## src/rtl/rvfpm_pkg.sv

```systemverilog
// rvfpm_pkg: shared constants and the pipeline entry type for the rvfpm XIF timing shell
package rvfpm_pkg;
   localparam int FLEN             = 32;
   localparam int XLEN             = 32;
   localparam int NUM_FPU_REGS     = 32;
   localparam int RVFPM_X_ID_WIDTH = 4;
   localparam int RVFPM_RD_WIDTH   = $clog2(NUM_FPU_REGS);
   typedef struct packed {
      logic                        valid;
      logic [RVFPM_X_ID_WIDTH-1:0] id;
      logic [RVFPM_RD_WIDTH-1:0]   rd;
      logic                        to_xreg;
      logic [FLEN-1:0]             data;
   } rvfpm_pipe_entry_t;
endpackage

```

## src/rtl/rvfpm_result_fifo.sv

```systemverilog
// rvfpm_result_fifo: show-ahead result queue with wrapping pointers and occupancy count
// Ports: ck/rst sync active-high; push_i/wdata_i write; pop_i/valid_o/rdata_o show-ahead head
//        (rdata_o forced to 0 while empty); count_o occupancy.
//        With RVFPM_ID_CHECK_EN: occ_o per-slot occupancy and mem_o raw storage for id checking.
module rvfpm_result_fifo #(
   parameter int DEPTH = 6,
   parameter int WIDTH = 8
) (
   input  logic                           ck,
   input  logic                           rst,
   input  logic                           push_i,
   input  logic [WIDTH-1:0]               wdata_i,
   input  logic                           pop_i,
   output logic                           valid_o,
   output logic [WIDTH-1:0]               rdata_o,
   output logic [$clog2(DEPTH+1)-1:0]     count_o
`ifdef RVFPM_ID_CHECK_EN
   ,
   output logic [DEPTH-1:0]               occ_o,
   output logic [DEPTH-1:0][WIDTH-1:0]    mem_o
`endif
);
   localparam int AW = DEPTH > 1 ? $clog2(DEPTH) : 1;
   localparam int CW = $clog2(DEPTH + 1);
   logic [DEPTH-1:0][WIDTH-1:0] mem_q;
   logic [AW-1:0]               wr_q, rd_q;
   logic [CW-1:0]               cnt_q;
   function automatic logic [AW-1:0] wrap_inc(input logic [AW-1:0] p);
      return p == AW'(DEPTH - 1) ? '0 : p + 1'b1;
   endfunction
   always_ff @(posedge ck) begin
      if (push_i && !rst) mem_q[wr_q] <= wdata_i;
      if (rst) begin
         wr_q  <= '0;
         rd_q  <= '0;
         cnt_q <= '0;
      end else begin
         if (push_i) wr_q <= wrap_inc(wr_q);
         if (pop_i) rd_q <= wrap_inc(rd_q);
         cnt_q <= cnt_q + CW'(push_i) - CW'(pop_i);
      end
   end
   assign valid_o = cnt_q != '0;
   assign rdata_o = valid_o ? mem_q[rd_q] : '0;
   assign count_o = cnt_q;
`ifdef RVFPM_ID_CHECK_EN
   // slot k is live when its distance from the read pointer is below the occupancy
   always_comb begin
      occ_o = '0;
      for (int k = 0; k < DEPTH; k++)
         occ_o[k] = ((k + DEPTH - int'(rd_q)) % DEPTH) < int'(cnt_q);
   end
   assign mem_o = mem_q;
`endif
endmodule

```

## src/rtl/rvfpm_xif_pipe.sv

```systemverilog
// rvfpm_xif_pipe: replays precomputed FPU model results through a fixed-latency pipeline and result queue
// Ports: ck/rst sync active-high; issue_* request carrying the precomputed result, issue_ready credit-gated;
//        commit_* kills an in-pipeline id; result_* show-ahead queue head; inflight_cnt pipeline+queue
//        occupancy; id_conflict sticky duplicate-id flag.
// Optional: define RVFPM_ID_CHECK_EN to build the duplicate in-flight id checker (else id_conflict = 0).
module rvfpm_xif_pipe
   import rvfpm_pkg::*;
#(
   parameter int PIPELINE_STAGES = 4,
   parameter int RESULT_DEPTH    = 6,
   parameter int X_ID_WIDTH      = RVFPM_X_ID_WIDTH,
   parameter int X_RFW_WIDTH     = FLEN
) (
   input  logic                              ck,
   input  logic                              rst,
   input  logic                              issue_valid,
   output logic                              issue_ready,
   input  logic [X_ID_WIDTH-1:0]             issue_id,
   input  logic [4:0]                        issue_rd,
   input  logic                              issue_to_xreg,
   input  logic [X_RFW_WIDTH-1:0]            issue_data,
   input  logic                              commit_valid,
   input  logic [X_ID_WIDTH-1:0]             commit_id,
   input  logic                              commit_kill,
   output logic                              result_valid,
   input  logic                              result_ready,
   output logic [X_ID_WIDTH-1:0]             result_id,
   output logic [4:0]                        result_rd,
   output logic                              result_to_xreg,
   output logic [X_RFW_WIDTH-1:0]            result_data,
   output logic [$clog2(RESULT_DEPTH+1)-1:0] inflight_cnt,
   output logic                              id_conflict
);
   localparam int CW = $clog2(RESULT_DEPTH + 1);
   typedef struct packed {
      logic [X_ID_WIDTH-1:0]  id;
      logic [4:0]             rd;
      logic                   to_xreg;
      logic [X_RFW_WIDTH-1:0] data;
   } payload_t;
   typedef struct packed {
      logic     valid;
      payload_t p;
   } entry_t;
   localparam int PW = $bits(payload_t);
   entry_t                     stg_q [PIPELINE_STAGES];
   entry_t                     stg_d [PIPELINE_STAGES];
   logic [PIPELINE_STAGES-1:0] killed;
   logic [CW-1:0]              pipe_cnt, q_cnt;
   logic                       accept, push, pop;
   payload_t                   head;
`ifdef RVFPM_ID_CHECK_EN
   logic [RESULT_DEPTH-1:0]         q_occ;
   logic [RESULT_DEPTH-1:0][PW-1:0] q_mem;
`endif
   // every in-flight entry owns a queue slot, so the queue can never overflow
   assign issue_ready  = inflight_cnt < CW'(RESULT_DEPTH);
   assign accept       = issue_valid && issue_ready;
   assign pop          = result_valid && result_ready;
   assign push         = stg_q[PIPELINE_STAGES-1].valid && !killed[PIPELINE_STAGES-1];
   assign inflight_cnt = pipe_cnt + q_cnt;
   // a same-cycle issue enters stage 1 unkilled since only existing stages are compared
   always_comb begin
      pipe_cnt = '0;
      for (int i = 0; i < PIPELINE_STAGES; i++) begin
         killed[i] = commit_valid && commit_kill && stg_q[i].valid && stg_q[i].p.id == commit_id;
         pipe_cnt  = pipe_cnt + CW'(stg_q[i].valid);
      end
      stg_d[0] = '{valid: accept, p: '{id: issue_id, rd: issue_rd, to_xreg: issue_to_xreg, data: issue_data}};
      for (int i = 1; i < PIPELINE_STAGES; i++) begin
         stg_d[i]       = stg_q[i-1];
         stg_d[i].valid = stg_q[i-1].valid && !killed[i-1];
      end
   end
   always_ff @(posedge ck) begin
      if (rst)
         for (int i = 0; i < PIPELINE_STAGES; i++) stg_q[i] <= '0;
      else
         stg_q <= stg_d;
   end
   rvfpm_result_fifo #(.DEPTH(RESULT_DEPTH), .WIDTH(PW)) u_fifo (
      .ck      (ck),
      .rst     (rst),
      .push_i  (push),
      .wdata_i (stg_q[PIPELINE_STAGES-1].p),
      .pop_i   (pop),
      .valid_o (result_valid),
      .rdata_o (head),
      .count_o (q_cnt)
`ifdef RVFPM_ID_CHECK_EN
      ,
      .occ_o   (q_occ),
      .mem_o   (q_mem)
`endif
   );
   assign result_id      = head.id;
   assign result_rd      = head.rd;
   assign result_to_xreg = head.to_xreg;
   assign result_data    = head.data;
`ifdef RVFPM_ID_CHECK_EN
   logic     conflict_q, hit;
   payload_t qe;
   always_comb begin
      hit = 1'b0;
      qe  = '0;
      for (int i = 0; i < PIPELINE_STAGES; i++)
         hit = hit | (stg_q[i].valid && stg_q[i].p.id == issue_id);
      for (int k = 0; k < RESULT_DEPTH; k++) begin
         qe  = q_mem[k];
         hit = hit | (q_occ[k] && qe.id == issue_id);
      end
   end
   always_ff @(posedge ck) begin
      if (rst)
         conflict_q <= 1'b0;
      else if (accept && hit) begin
         conflict_q <= 1'b1;
         $error("rvfpm_xif_pipe: issue id %0d already in flight", issue_id);
      end
   end
   assign id_conflict = conflict_q;
`else
   assign id_conflict = 1'b0;
`endif
endmodule

```

## config.mk

```make
export PLATFORM = sky130hd
export DESIGN_NAME = rvfpm_xif_pipe
export DESIGN_NICKNAME = d
export VERILOG_FILES = /design/src/rtl/rvfpm_pkg.sv /design/src/rtl/rvfpm_result_fifo.sv /design/src/rtl/rvfpm_xif_pipe.sv
export SDC_FILE = /design/constraint.sdc
export NUM_CORES = 1
export LEC_CHECK = 0
export CELL_PAD_IN_SITES_DETAIL_PLACEMENT = 1
export CELL_PAD_IN_SITES_GLOBAL_PLACEMENT = 1
export CORE_AREA = 10 10 152 211
export CTS_CLUSTER_DIAMETER = 120
export CTS_CLUSTER_SIZE = 14
export DETAILED_ROUTE_END_ITERATION = 12
export DIE_AREA = 0 0 162 221
export GPL_TIMING_DRIVEN = 0
export MAX_ROUTING_LAYER = met4
export PLACE_DENSITY_LB_ADDON = 0.1
export SLEW_MARGIN = 0
export SYNTH_ARGS = -nofsm -noshare
export SYNTH_HDL_FRONTEND = slang
export SYNTH_SLANG_ARGS = --single-unit
```

## constraint.sdc

```tcl
create_clock -name ck -period 19.74 [get_ports ck]
set_input_delay 4.935 -clock ck [delete_from_list [all_inputs] [get_ports ck]]
set_output_delay 4.935 -clock ck [all_outputs]
set_load 0.01 [all_outputs]
```

==> reports/metrics.csv <==
stage,metric,value,unit
clock_network,CTS tree,built,
floorplan,core area,28130,sq um
detailed_routing,vias per inst,5.368,
clock_network,CTS Buffer Depth,3,
clock_network,CTS Sinks,433,
critical_path,Worst Setup SP,u_fifo.rd_q[1],
critical_path,crit path DAT,2.97,ns
global_route,first-pass GRT wire length,50050,um
sta,Period minus WS final,7.909,ns
global_route,Total GRT Usage,18.74,%
floorplan,num ports,100,
hold_path,Tightest Hold Check Type,flip-flop to flip-flop,
critical_path,CP cell instances,buf_2 -> nor2_1 -> clkbuf_1 -> a22oi_1 -> nor2_1 -> clkdlybuf4s50_1,
power,Switching Share,24.52,%
global_route,largest net degree at the start of global routing,43,
synthesis,Syn. warnings,0,
critical_path,CP Launch Type,flip-flop,
synthesis,Syn Nets,954,
placement,IO buf count,98,
placement,post-place setup slack,11.88,ns
layout,diode count,0,
sta,# setup viols final,0,
critical_path,critical path endpoint category,output pin,
critical_path,Critical R2R Launch,stg_q[38],
power,Comb pwr share,19.8,%
critical_path,"most used cell, CP",nor2_1,
sta,Min Hold Slack,0.4325,ns
critical_path,Reg-to-Reg End,u_fifo.mem_q[109],
synthesis,share of the synthesized area in the top cell type,50.51,%
power,switching power total,495.8,uW
layout,Syn-to-layout area delta,17.57,%
critical_path,Reg2Reg Setup Slack,16.88,ns
layout,post-route cell area,17620,sq um
critical_path,worst-path fanout max,10,
synthesis,"top cells by area, synth","edfxtp_1 (51%), dfxtp_1 (24%), nor2b_1 (7.1%)",
detailed_routing,via count,7752,
floorplan,Die Ht,221,um
global_route,antenna violations before repair,0,
floorplan,initial core utilization,53.26,%
sta,Setup WS post-layout,11.83,ns
synthesis,Unique masters post-synth,38,
detailed_routing,Detailed Routing Iterations Pass 1,4,
floorplan,die area,35800,sq um
synthesis,sequential share of the synthesized area,74.69,%
synthesis,ys async rst share,0,%
synthesis,Post-synth EDFFs,252,
sta,skew final,0.01777,ns
critical_path,crit path kind,flip-flop to output pin,
sta,Fin Setup TNS,0,ns
critical_path,critical path required time,14.81,ns
power,pwr dens,114.8,nW/um^2
synthesis,post-synthesis sequential element count,433,
detailed_routing,wire length per cell,22.75,um
clock_network,CTS clock-pin slew for the worst setup and hold paths,0.07,ns
power,Seq pwr share,48.1,%
synthesis,top_reg_cell synth,edfxtp_1,
global_route,gr ovfl total,0,
sta,crit share post-route,40.07,%
detailed_routing,iteration-0 DRC count of the detailed router,581,
placement,DP Area,16590,sq um
critical_path,"Slowest-stage cell, CP",clkdlybuf4s50_1,
clock_network,Post-CTS Resized,0,
run_status,run status,finished clean,
synthesis,Syn Std Cell Area,14980,sq um
floorplan,cell row count,73,
sta,"Hold Vio Cnt, Final",0,
power,Peak VDD IR,0.06808,mV
synthesis,most frequent cell after synthesis,edfxtp_1,
placement,routability cong.,0.7406,
synthesis,cell taking the most area after synthesis,edfxtp_1,
sta,RSZ-0062 raised after global routing,no,
detailed_routing,Post-Route WL,32850,um
layout,Final Net Count,1101,
critical_path,Critical Path Sink,result_id[1],
sta,Fmax,126.4,MHz
layout,share of cells above drive strength 1,14.97,%
sta,Worst slew margin,34.70,%
clock_network,post-CTS setup buffer count,0,
clock_network,H-tree depth,2,
synthesis,most frequent cells after synthesis,"edfxtp_1 (252), dfxtp_1 (181), nor2b_1 (171)",
floorplan,Die Width,162,um
detailed_routing,post-route ant nets,0,
clock_network,insertion delay to the later sink of the worst-skew pair,0.53,ns
sta,final slew viol count,0,
critical_path,path depth of the worst reg2reg path,7,
clock_network,clk root buf,clkbuf_16,
synthesis,Cells after Synth,896,
placement,HPWL after detailed placement,20590,um
power,Clk pwr share,32.1,%
clock_network,CTS buffer count,36,
global_route,vias in the first global route,8509,
synthesis,"Avg Cell Area, Syn",16.72,sq um
power,leakage power,0.006016,uW
detailed_routing,DRC violation count after routing,0,
clock_network,CTS Hold Buffers Added,0,
power,Tot Pwr,2022,uW
sta,Worst Tran Pin Value,0.9769,ns
critical_path,CP peak stage delay,0.59,ns
job,total of max-cap violations,0,
power,cell-internal power,1527,uW
## power groups by stage
stage	Sequential [uW]	Clock (uW)	Combinational (uW)
after floorplan	989	0	243
after global placement	991	0	400
after detailed placement	993	0	408
after CTS	973	663	412
after global routing	974	702	435
final	973	649	401
## layer usage
layer  share of wire [%]  up-vias  routed length, um  global-route usage, %
met1                  39     4031              12970                  21.53
met4                 1.8        0                597                  4.517
met5                   0        -                  0                      -
li1                    -     3504                  -                      -
met2                  55      175              18040                  33.41
met3                 3.8       42               1246                  3.029
## area by class of cell
class,count,area (sq um)
sequential,433,11190
fill,2585,10520
multi-input combinational,410,3548
timing repair buffer,109,1121
clock buffer,64,1027
tap,375,469.2
buffer,48,240.2
inverter,5,18.77
## worst min-delay path by stage
stage	start	end	slack, ns	cells past startpoint
finish	stg_d[116]	stg_d[73]	0.43	1
global route	stg_d[117]	stg_d[74]	0.45	1
CTS	stg_d[86]	stg_d[43]	0.44	1
detailed placement	stg_d[61]	stg_d[18]	0.42	1
global placement	stg_d[122]	stg_d[79]	0.41	1
floorplan	stg_d[43]	stg_d[0]	0.41	1
## worst max-delay path, delay by kind of cell (launching register included)
kind / cells / cell delay, ns
AND/OR/NAND/NOR: 2 / 0.62
AO/OA/AOI/OAI: 1 / 0.17
buffers and inverters: 3 / 1.35
flip-flops: 1 / 0.30
## cell usage in the layout, fill, tap and decap left out, drive strengths merged
| cell | n |
|---|---|
| edfxtp | 252 |
| dfxtp | 181 |
| nor2b | 171 |
| clkdlybuf4s50 | 98 |
| clkbuf | 95 |
| nor2 | 50 |
| mux2 | 44 |
| a22oi | 42 |
| mux4 | 42 |
| buf | 28 |
| xnor2 | 11 |
| xor2 | 9 |
| nand2 | 5 |
| inv | 5 |
| nor3 | 5 |
| nand3 | 4 |
| fa | 4 |
| nor3b | 3 |
| a21oi | 3 |
| or3 | 2 |
| ha | 2 |
| and2 | 2 |
| and3b | 2 |
| nand2b | 1 |
| nor4b | 1 |
| and4b | 1 |
| mux2i | 1 |
| nand4 | 1 |
| a21boi | 1 |
| and4bb | 1 |
| and4 | 1 |
| conb | 1 |
## logic make-up after synthesis
| group | after synthesis | synth area share, % |
|---|---|---|
| muxes | 87 | 9.712 |
| AOI/OAI and AO/OA | 46 | 2.305 |
| xor gates and xnor gates | 20 | 1.169 |
| DFF | 433 | 74.69 |
| adders and majority gates | 6 | 0.7015 |
| other | 1 | 0.02503 |
| buffers and inverters | 53 | 1.728 |
| and+or+nand+nor | 250 | 9.670 |
## through the flow
stage / instances / utilization, %
2_1_floorplan: 896 / -
3_3_place_gp: 1369 / 58.41
3_5_place_dp: 1380 / 58.97
4_1_cts: 1444 / 62.62
5_1_grt: 1444 / 62.62
6_report: 1444 / 62.62
## flip-flops by register name (all words and copies together) (netlist names)
register / flops
stg_d: 126
stg_q: 46
u_fifo.count_o: 3
u_fifo.mem_q: 252
u_fifo.rd_q: 3
u_fifo.wr_q: 3
Power figures use the tool's default switching activity.
